===== src/rtl/music_pkg.sv =====
// Shared constants and FSM encoding for the playback audio stage.
package music_pkg;

   typedef enum logic [1:0] {
      IDLE = 2'd0,
      PLAY = 2'd1,
      GAP  = 2'd2,
      WAIT = 2'd3
   } state_e;

   localparam logic [31:0] DEF_AMPLITUDE   = 32'h0800_0000;
   localparam logic [31:0] DEF_NOTE_CYCLES = 32'd25_000_000;
   localparam logic [31:0] DEF_GAP_CYCLES  = 32'd2_500_000;
   localparam logic [31:0] DEF_LOAD_WAIT   = 32'd2;

endpackage


===== src/rtl/note_tone_gen_if.sv =====
// Controller/datapath/codec-facing signals of the tone generator.
interface note_tone_gen_if;
   logic        play_en;
   logic [31:0] half_period;
   logic        audio_ready;
   logic        audio_valid;
   logic [31:0] sample_left;
   logic [31:0] sample_right;
   logic        next_note_en;
   logic        busy;

   modport master (
      output play_en, half_period, audio_ready,
      input  audio_valid, sample_left, sample_right, next_note_en, busy
   );

   modport slave (
      input  play_en, half_period, audio_ready,
      output audio_valid, sample_left, sample_right, next_note_en, busy
   );
endinterface


===== src/rtl/square_osc.sv =====
// Square-wave oscillator: half-period counter and polarity flag.
module square_osc
   import music_pkg::*;
#(
   parameter logic [31:0] AMPLITUDE = DEF_AMPLITUDE
) (
   input  logic        clk,
   input  logic        reset,
   input  logic        load_i,
   input  logic        run_i,
   input  logic [31:0] half_period_i,
   output logic [31:0] wave_o
);

   logic [31:0] period_q, period_d;
   logic [31:0] phase_q, phase_d;
   logic        pol_q, pol_d;

   always_comb begin
      period_d = period_q;
      phase_d  = phase_q;
      pol_d    = pol_q;
      if (load_i) begin
         period_d = half_period_i;
         phase_d  = '0;
         pol_d    = 1'b1;
      end else if (run_i && (period_q != '0)) begin
         if (phase_q == period_q - 32'd1) begin
            phase_d = '0;
            pol_d   = ~pol_q;
         end else begin
            phase_d = phase_q + 32'd1;
         end
      end
   end

   always_ff @(posedge clk) begin
      if (reset) begin
         period_q <= '0;
         phase_q  <= '0;
         pol_q    <= 1'b0;
      end else begin
         period_q <= period_d;
         phase_q  <= phase_d;
         pol_q    <= pol_d;
      end
   end

   // A zero period is a rest: silent, with phase and polarity frozen.
   always_comb begin
      wave_o = '0;
      if (run_i && (period_q != '0))
         wave_o = pol_q ? AMPLITUDE : (32'd0 - AMPLITUDE);
   end

endmodule


===== src/rtl/note_tone_gen.sv =====
// Playback tone stage: note/gap timing FSM, oscillator control and the
// valid/ready stereo sample register feeding the audio codec.
module note_tone_gen
   import music_pkg::*;
#(
   parameter logic [31:0] AMPLITUDE   = DEF_AMPLITUDE,
   parameter logic [31:0] NOTE_CYCLES = DEF_NOTE_CYCLES,
   parameter logic [31:0] GAP_CYCLES  = DEF_GAP_CYCLES,
   parameter logic [31:0] LOAD_WAIT   = DEF_LOAD_WAIT
) (
   input  logic             clk,
   input  logic             reset,
   note_tone_gen_if.slave   bus
);

   state_e      state_q, state_d;
   logic [31:0] dur_q, dur_d;
   logic        next_q, next_d;
   logic        valid_q, valid_d;
   logic [31:0] sample_q, sample_d;
   logic        osc_load;
   logic [31:0] wave;

   square_osc #(
      .AMPLITUDE (AMPLITUDE)
   ) u_osc (
      .clk           (clk),
      .reset         (reset),
      .load_i        (osc_load),
      .run_i         (state_q == PLAY),
      .half_period_i (bus.half_period),
      .wave_o        (wave)
   );

   always_comb begin
      state_d  = state_q;
      dur_d    = dur_q;
      next_d   = 1'b0;
      osc_load = 1'b0;
      unique case (state_q)
         IDLE: begin
            dur_d = '0;
            if (bus.play_en) begin
               state_d  = PLAY;
               dur_d    = NOTE_CYCLES - 32'd1;
               osc_load = 1'b1;
            end
         end
         PLAY: begin
            if (dur_q == '0) begin
               state_d = GAP;
               dur_d   = GAP_CYCLES - 32'd1;
            end else begin
               dur_d = dur_q - 32'd1;
            end
         end
         GAP: begin
            if (dur_q == '0) begin
               state_d = WAIT;
               dur_d   = LOAD_WAIT - 32'd1;
               next_d  = 1'b1;
            end else begin
               dur_d = dur_q - 32'd1;
            end
         end
         WAIT: begin
            if (dur_q == '0) begin
               state_d  = PLAY;
               dur_d    = NOTE_CYCLES - 32'd1;
               osc_load = 1'b1;
            end else begin
               dur_d = dur_q - 32'd1;
            end
         end
         default: state_d = IDLE;
      endcase

      // Leaving playback wins over any timer expiry on the same edge.
      if ((state_q != IDLE) && !bus.play_en) begin
         state_d  = IDLE;
         dur_d    = '0;
         next_d   = 1'b0;
         osc_load = 1'b0;
      end
   end

   always_comb begin
      valid_d  = (state_q != IDLE) && bus.play_en;
      sample_d = sample_q;
      if (state_d == IDLE)
         sample_d = '0;
      else if (!valid_q || bus.audio_ready)
         sample_d = wave;
   end

   always_ff @(posedge clk) begin
      if (reset) begin
         state_q  <= IDLE;
         dur_q    <= '0;
         next_q   <= 1'b0;
         valid_q  <= 1'b0;
         sample_q <= '0;
      end else begin
         state_q  <= state_d;
         dur_q    <= dur_d;
         next_q   <= next_d;
         valid_q  <= valid_d;
         sample_q <= sample_d;
      end
   end

   assign bus.audio_valid  = valid_q;
   assign bus.sample_left  = sample_q;
   assign bus.sample_right = sample_q;
   assign bus.next_note_en = next_q;
   assign bus.busy         = (state_q != IDLE);

endmodule

===== src/flat_wrapper.sv =====
// flat-port wrapper written by rule: the top's interface ports become plain ports
module note_tone_gen_flat import music_pkg::*;
#(
   parameter logic [31:0] AMPLITUDE   = DEF_AMPLITUDE,
   parameter logic [31:0] NOTE_CYCLES = DEF_NOTE_CYCLES,
   parameter logic [31:0] GAP_CYCLES  = DEF_GAP_CYCLES,
   parameter logic [31:0] LOAD_WAIT   = DEF_LOAD_WAIT
)
  (clk, reset, bus_play_en, bus_half_period, bus_audio_ready, bus_audio_valid, bus_sample_left, bus_sample_right, bus_next_note_en, bus_busy);
  note_tone_gen_if bus_i ();
  input  logic clk;
  input  logic reset;
  input wire logic [$bits(bus_i.play_en)-1:0] bus_play_en;
  input wire logic [$bits(bus_i.half_period)-1:0] bus_half_period;
  input wire logic [$bits(bus_i.audio_ready)-1:0] bus_audio_ready;
  output wire logic [$bits(bus_i.audio_valid)-1:0] bus_audio_valid;
  output wire logic [$bits(bus_i.sample_left)-1:0] bus_sample_left;
  output wire logic [$bits(bus_i.sample_right)-1:0] bus_sample_right;
  output wire logic [$bits(bus_i.next_note_en)-1:0] bus_next_note_en;
  output wire logic [$bits(bus_i.busy)-1:0] bus_busy;
  assign bus_i.play_en = bus_play_en;
  assign bus_i.half_period = bus_half_period;
  assign bus_i.audio_ready = bus_audio_ready;
  assign bus_audio_valid = bus_i.audio_valid;
  assign bus_sample_left = bus_i.sample_left;
  assign bus_sample_right = bus_i.sample_right;
  assign bus_next_note_en = bus_i.next_note_en;
  assign bus_busy = bus_i.busy;
  note_tone_gen #(.AMPLITUDE(AMPLITUDE), .NOTE_CYCLES(NOTE_CYCLES), .GAP_CYCLES(GAP_CYCLES), .LOAD_WAIT(LOAD_WAIT)) u_core (.clk(clk), .reset(reset), .bus(bus_i));
endmodule

===== config.mk =====
export PLATFORM = sky130hd
export DESIGN_NAME = note_tone_gen_flat
export DESIGN_NICKNAME = d
export VERILOG_FILES = /design/src/rtl/music_pkg.sv /design/src/rtl/note_tone_gen_if.sv /design/src/rtl/square_osc.sv /design/src/rtl/note_tone_gen.sv /design/src/flat_wrapper.sv
export SDC_FILE = /design/constraint.sdc
export NUM_CORES = 1
export LEC_CHECK = 0
export ABC_AREA = 1
export BUFFER_PORTS_ARGS = -buffer_cell sky130_fd_sc_hd__buf_2
export CORE_UTILIZATION = 55
export DETAILED_ROUTE_END_ITERATION = 8
export PLACE_DENSITY = 0.78
export SLEW_MARGIN = 20
export SYNTH_ARGS = -nofsm -noshare
export SYNTH_HDL_FRONTEND = slang
export SYNTH_SLANG_ARGS = --single-unit
export TNS_END_PERCENT = 50

===== constraint.sdc =====
create_clock -name clk -period 5.5 [get_ports clk]
set_input_delay 0 -clock clk [delete_from_list [all_inputs] [get_ports clk]]
set_output_delay 0 -clock clk [all_outputs]
set_load 0.1 [all_outputs]

==> results summary <==
The final-stage net count came out at 1,159. The worst setup path is launched from a register. The clock latency on the worst-skew pair came out at 0.36 ns. The number of synthesized register bits is 103. The area growth from synthesis to final layout is 11.3%. The most numerous cell on the critical path is sky130_fd_sc_hd__nor2_2. In the final layout, the share of cells above drive strength 1 is 0.0920. The routed wirelength normalized by instance count came out at 12.7 um. The count of flip-flops with a built-in enable after synthesis is 0. For this block, the routed nets add up to 16.1 mm of wire.

The remaining global-route overflow is 0. The first routing iteration left 391 violations. The die extent in y came out at 113 um. The total power divided by cell area is 372 mW/mm^2. The number of gates resized after CTS was 0. In the synthesized netlist the dominant register cell turns out to be sky130_fd_sc_hd__dfxtp_1. The clock slew seen by the registers of the worst setup and hold paths is 0.07 ns. Counting both buffers and inverters, the worst setup path holds a total of 1. The via count of the first global-routing pass is 6,101. CTS saw 103 sinks. Sorting the synthesized cells by area gives the leading types as sky130_fd_sc_hd__dfxtp_1 30%, sky130_fd_sc_hd__nand2_1 12%, sky130_fd_sc_hd__nor2_1 9.5%. 0 antenna diodes ended up in the layout.

The run finished with clean final reports. The starting utilization of the core area came out at 0.564. The delay of the slowest cell on the worst path came out at 0.43 ns. The worst setup path is of the reg -> reg kind.

For the final database, setup skew stands at 0.00562 ns. The weighted congestion reported at the end of routability-driven placement came out at 0.968. The total of warnings raised by yosys came out at 0.

Once detail routing completed, the nets flagged for antenna violations numbered 0. The floorplan die area came out at 0.0128 mm^2. The count of pins over their slew limit is 0. Dividing the synthesized area by the synthesized cell count gives 6.50 um^2.

The remaining max-slew budget at the tightest pin is 0.376. The highest attainable clock frequency is 367 MHz. The final hold violation count is 0. The initial antenna violation count is 0. The time the worst path needs with I/O delays and setup is 2.72 ns. The HPWL after detailed placement is 12.1 mm.

TritonCTS built the clock tree. The core region is 0.0120 mm^2. The signal arrival time at the worst endpoint came out at 2.94 ns. The number of different library cells used by synthesis comes to 46.

VDD sags by at most 0.000282 V. In the global route stage, overall resource usage came out at 0.270. The post-layout instance area is 0.00754 mm^2. Summed over all instances, the cell type with the most area after synthesis is sky130_fd_sc_hd__dfxtp_1. The final-layout fill cell count came out at 1,113.

The count of maximum capacitance violations is 0. The type of element capturing the critical path is a register. The count of unresolved DRC violations after routing is 0.

The floorplan die width came out at 113 um. The aggregate negative setup slack came out at 0 ns. The fraction of the yosys area taken by sequential cells came out at 0.304. The endpoint required time on the critical path is 5.71 ns. The post-synthesis cell count came out at 1,043. The share of flip-flops with an asynchronous set or reset after synthesis came out at 0. Excluding fillers, the count of instances in the completed layout stands at 1,267. Entering global routing, the biggest net connects 60 pins. The actual slew at the worst max-slew pin came out at 0.935 ns.

The routed layout has 6,337 vias. The vias per cell came out at 5.00. The count of cells along the worst hold path is 4.

The first-pass GRT wire length is 27.4 mm. Traced cell by cell, the critical path runs through nor2_2 -> nand2_1 -> nor2_1 -> nand4_1 -> nor2_2 -> a21oi_2 -> nor3_4 -> inv_2 -> o21ai_0 -> a21oi_1. Counting tap cells, the placed design contains a total of 1,216 instances. The design draws 2.81 mW. On the critical path the largest part of the delay comes from simple AND/OR/NAND/NOR gates. In the finished design, the share of the clock period the worst path needs comes to 0.495. The standard cell with the maximum stage delay on the critical path is sky130_fd_sc_hd__inv_2.

The sequential standard cell area came out at 0.00206 mm^2. The number of CTS-inserted buffers came out at 9. The floorplan has 40 rows. The total of buffers placed on input and output ports came out at 48.

The synthesized cell area came out at 0.00678 mm^2. The number of buffers on the longest clock path came out at 2. The length of the first detailed-routing pass in iterations is 5. The proportion of netlist area held by the largest area contributor came out at 0.304. The area used by multi-input combinational logic came out at 0.00382 mm^2. The placed instances occupy a cell area of 0.00686 mm^2. The library cell used most frequently in the layout, excluding fill and tap cells, is sky130_fd_sc_hd__nand2_1. CTS placed an instance of sky130_fd_sc_hd__clkbuf_16 at the clock tree root. The total number of H-tree levels is 3. The total stage count of the critical path is 10.

The number of top-level design ports is 103. For this design the static power due to leakage is 3.66 nW. In this run the worst path has a maximum fanout of 59. Once layout is complete, the utilization of the core stands at 0.628. Setup violations remaining at the end of the flow were counted as 0. Setup repair after global routing left no endpoint under its margin. In this run the worst hold path is classified as in -> reg.

The library cells used most frequently in the layout, excluding fill and tap cells, are 214 x sky130_fd_sc_hd__nand2_1, 172 x sky130_fd_sc_hd__nor2_1, 146 x sky130_fd_sc_hd__inv_1. The path depth of the worst reg2reg path is 10.
-- per-layer routing --
layer,up-vias,wire length (um),GRT usage
met5,-,0,0
li1,3318,-,-
met3,30,776,0.0627
met1,2809,7260,0.316
met2,180,7670,0.474
met4,0,438,0.112
-- synth_stat cells, types with 3 or more instances --
cell	n
sky130_fd_sc_hd__o21ai_0	52
sky130_fd_sc_hd__nor3b_2	3
sky130_fd_sc_hd__nand3b_1	6
sky130_fd_sc_hd__nand2_2	4
sky130_fd_sc_hd__nor3b_1	3
sky130_fd_sc_hd__nor3_2	3
sky130_fd_sc_hd__buf_4	63
sky130_fd_sc_hd__inv_2	3
sky130_fd_sc_hd__xor2_1	30
sky130_fd_sc_hd__dfxtp_1	103
sky130_fd_sc_hd__nand2_1	214
sky130_fd_sc_hd__clkbuf_1	7
sky130_fd_sc_hd__o21bai_1	3
sky130_fd_sc_hd__nand2_4	4
sky130_fd_sc_hd__nor3_1	14
sky130_fd_sc_hd__nand3_1	57
sky130_fd_sc_hd__nor2_1	172
sky130_fd_sc_hd__nand4_1	19
sky130_fd_sc_hd__nor2_2	15
sky130_fd_sc_hd__inv_1	146
sky130_fd_sc_hd__a31oi_1	5
sky130_fd_sc_hd__xnor2_1	19
sky130_fd_sc_hd__a21oi_1	55
sky130_fd_sc_hd__nor4_1	9
sky130_fd_sc_hd__ha_1	8
-- worst paths after layout --
kind | slack [ns] | to | startpoint
max reg2reg | 2.78 | u_core.u_osc.period_q[12] | u_core.dur_q[13]
min | 0.40 | u_core.u_osc.period_q[31] | bus_half_period[31]
max | 2.78 | u_core.u_osc.period_q[12] | u_core.dur_q[13]
min reg2reg | 0.45 | u_core.dur_q[29] | u_core.dur_q[29]
-- cells by family (layout without fill, tap and decap cells) --
family          count (synthesis)  count (layout)  synth area share
fa+ha+maj                       8               8            0.0148
simple gates                  533             533             0.352
other cells                     1              54          0.000553
xor+xnor                       51              51            0.0700
flops                         103             103             0.304
compound gates                123             123            0.0962
buf+inv                       224             248             0.162
-- power by group --
group	internal, mW	switching [mW]	total [mW]
clock	0.414	0.290	0.705
sequential	0.816	0.0858	0.902
combinational	0.332	0.869	1.20
total	1.56	1.25	2.81
-- sequential cells by signal, indices dropped and copies added (netlist names) --
signal / cells
u_core.state_q: 2
u_core.dur_q: 32
u_core.bus.audio_valid: 1
u_core.bus.sample_left: 2
u_core.bus.next_note_en: 1
u_core.u_osc.pol_q: 1
u_core.u_osc.period_q: 32
u_core.u_osc.phase_q: 32
-- metrics by stage --
step | setup slack, ns | hold slack (ns)
floorplan | 3.34 | 0.0768
global placement | 2.83 | 0.224
detailed placement | 2.81 | 0.231
CTS | 2.76 | 0.390
global route | 2.37 | 0.416
finish | 2.78 | 0.405
-- worst register-to-register path: stages, from the launching register on --
cell	delay, ns
sky130_fd_sc_hd__dfxtp_1	0.36
sky130_fd_sc_hd__nor2_2	0.20
sky130_fd_sc_hd__nand2_1	0.07
sky130_fd_sc_hd__nor2_1	0.22
sky130_fd_sc_hd__nand4_1	0.17
sky130_fd_sc_hd__nor2_2	0.20
sky130_fd_sc_hd__a21oi_2	0.12
sky130_fd_sc_hd__nor3_4	0.39
sky130_fd_sc_hd__inv_2	0.44
sky130_fd_sc_hd__o21ai_0	0.35
sky130_fd_sc_hd__a21oi_1	0.07
-- area by class of cell --
cell class                      count  area share
Inverter                          149      0.0742
Clock buffer                       10      0.0317
Sequential cell                   103       0.273
Tap cell                          147      0.0244
Timing Repair Buffer               83      0.0783
Clock inverter                      6      0.0121
Multi-Input combinational cell    769       0.506
-- repair_timing --
item | in CTS | in global routing
buffers inserted | 0 | 0
hold buffers | 35 | 0
endpoints found under the setup margin | 0 | 0
endpoints found under the hold margin | 35 | 0
(Power assumes the default switching activity.)
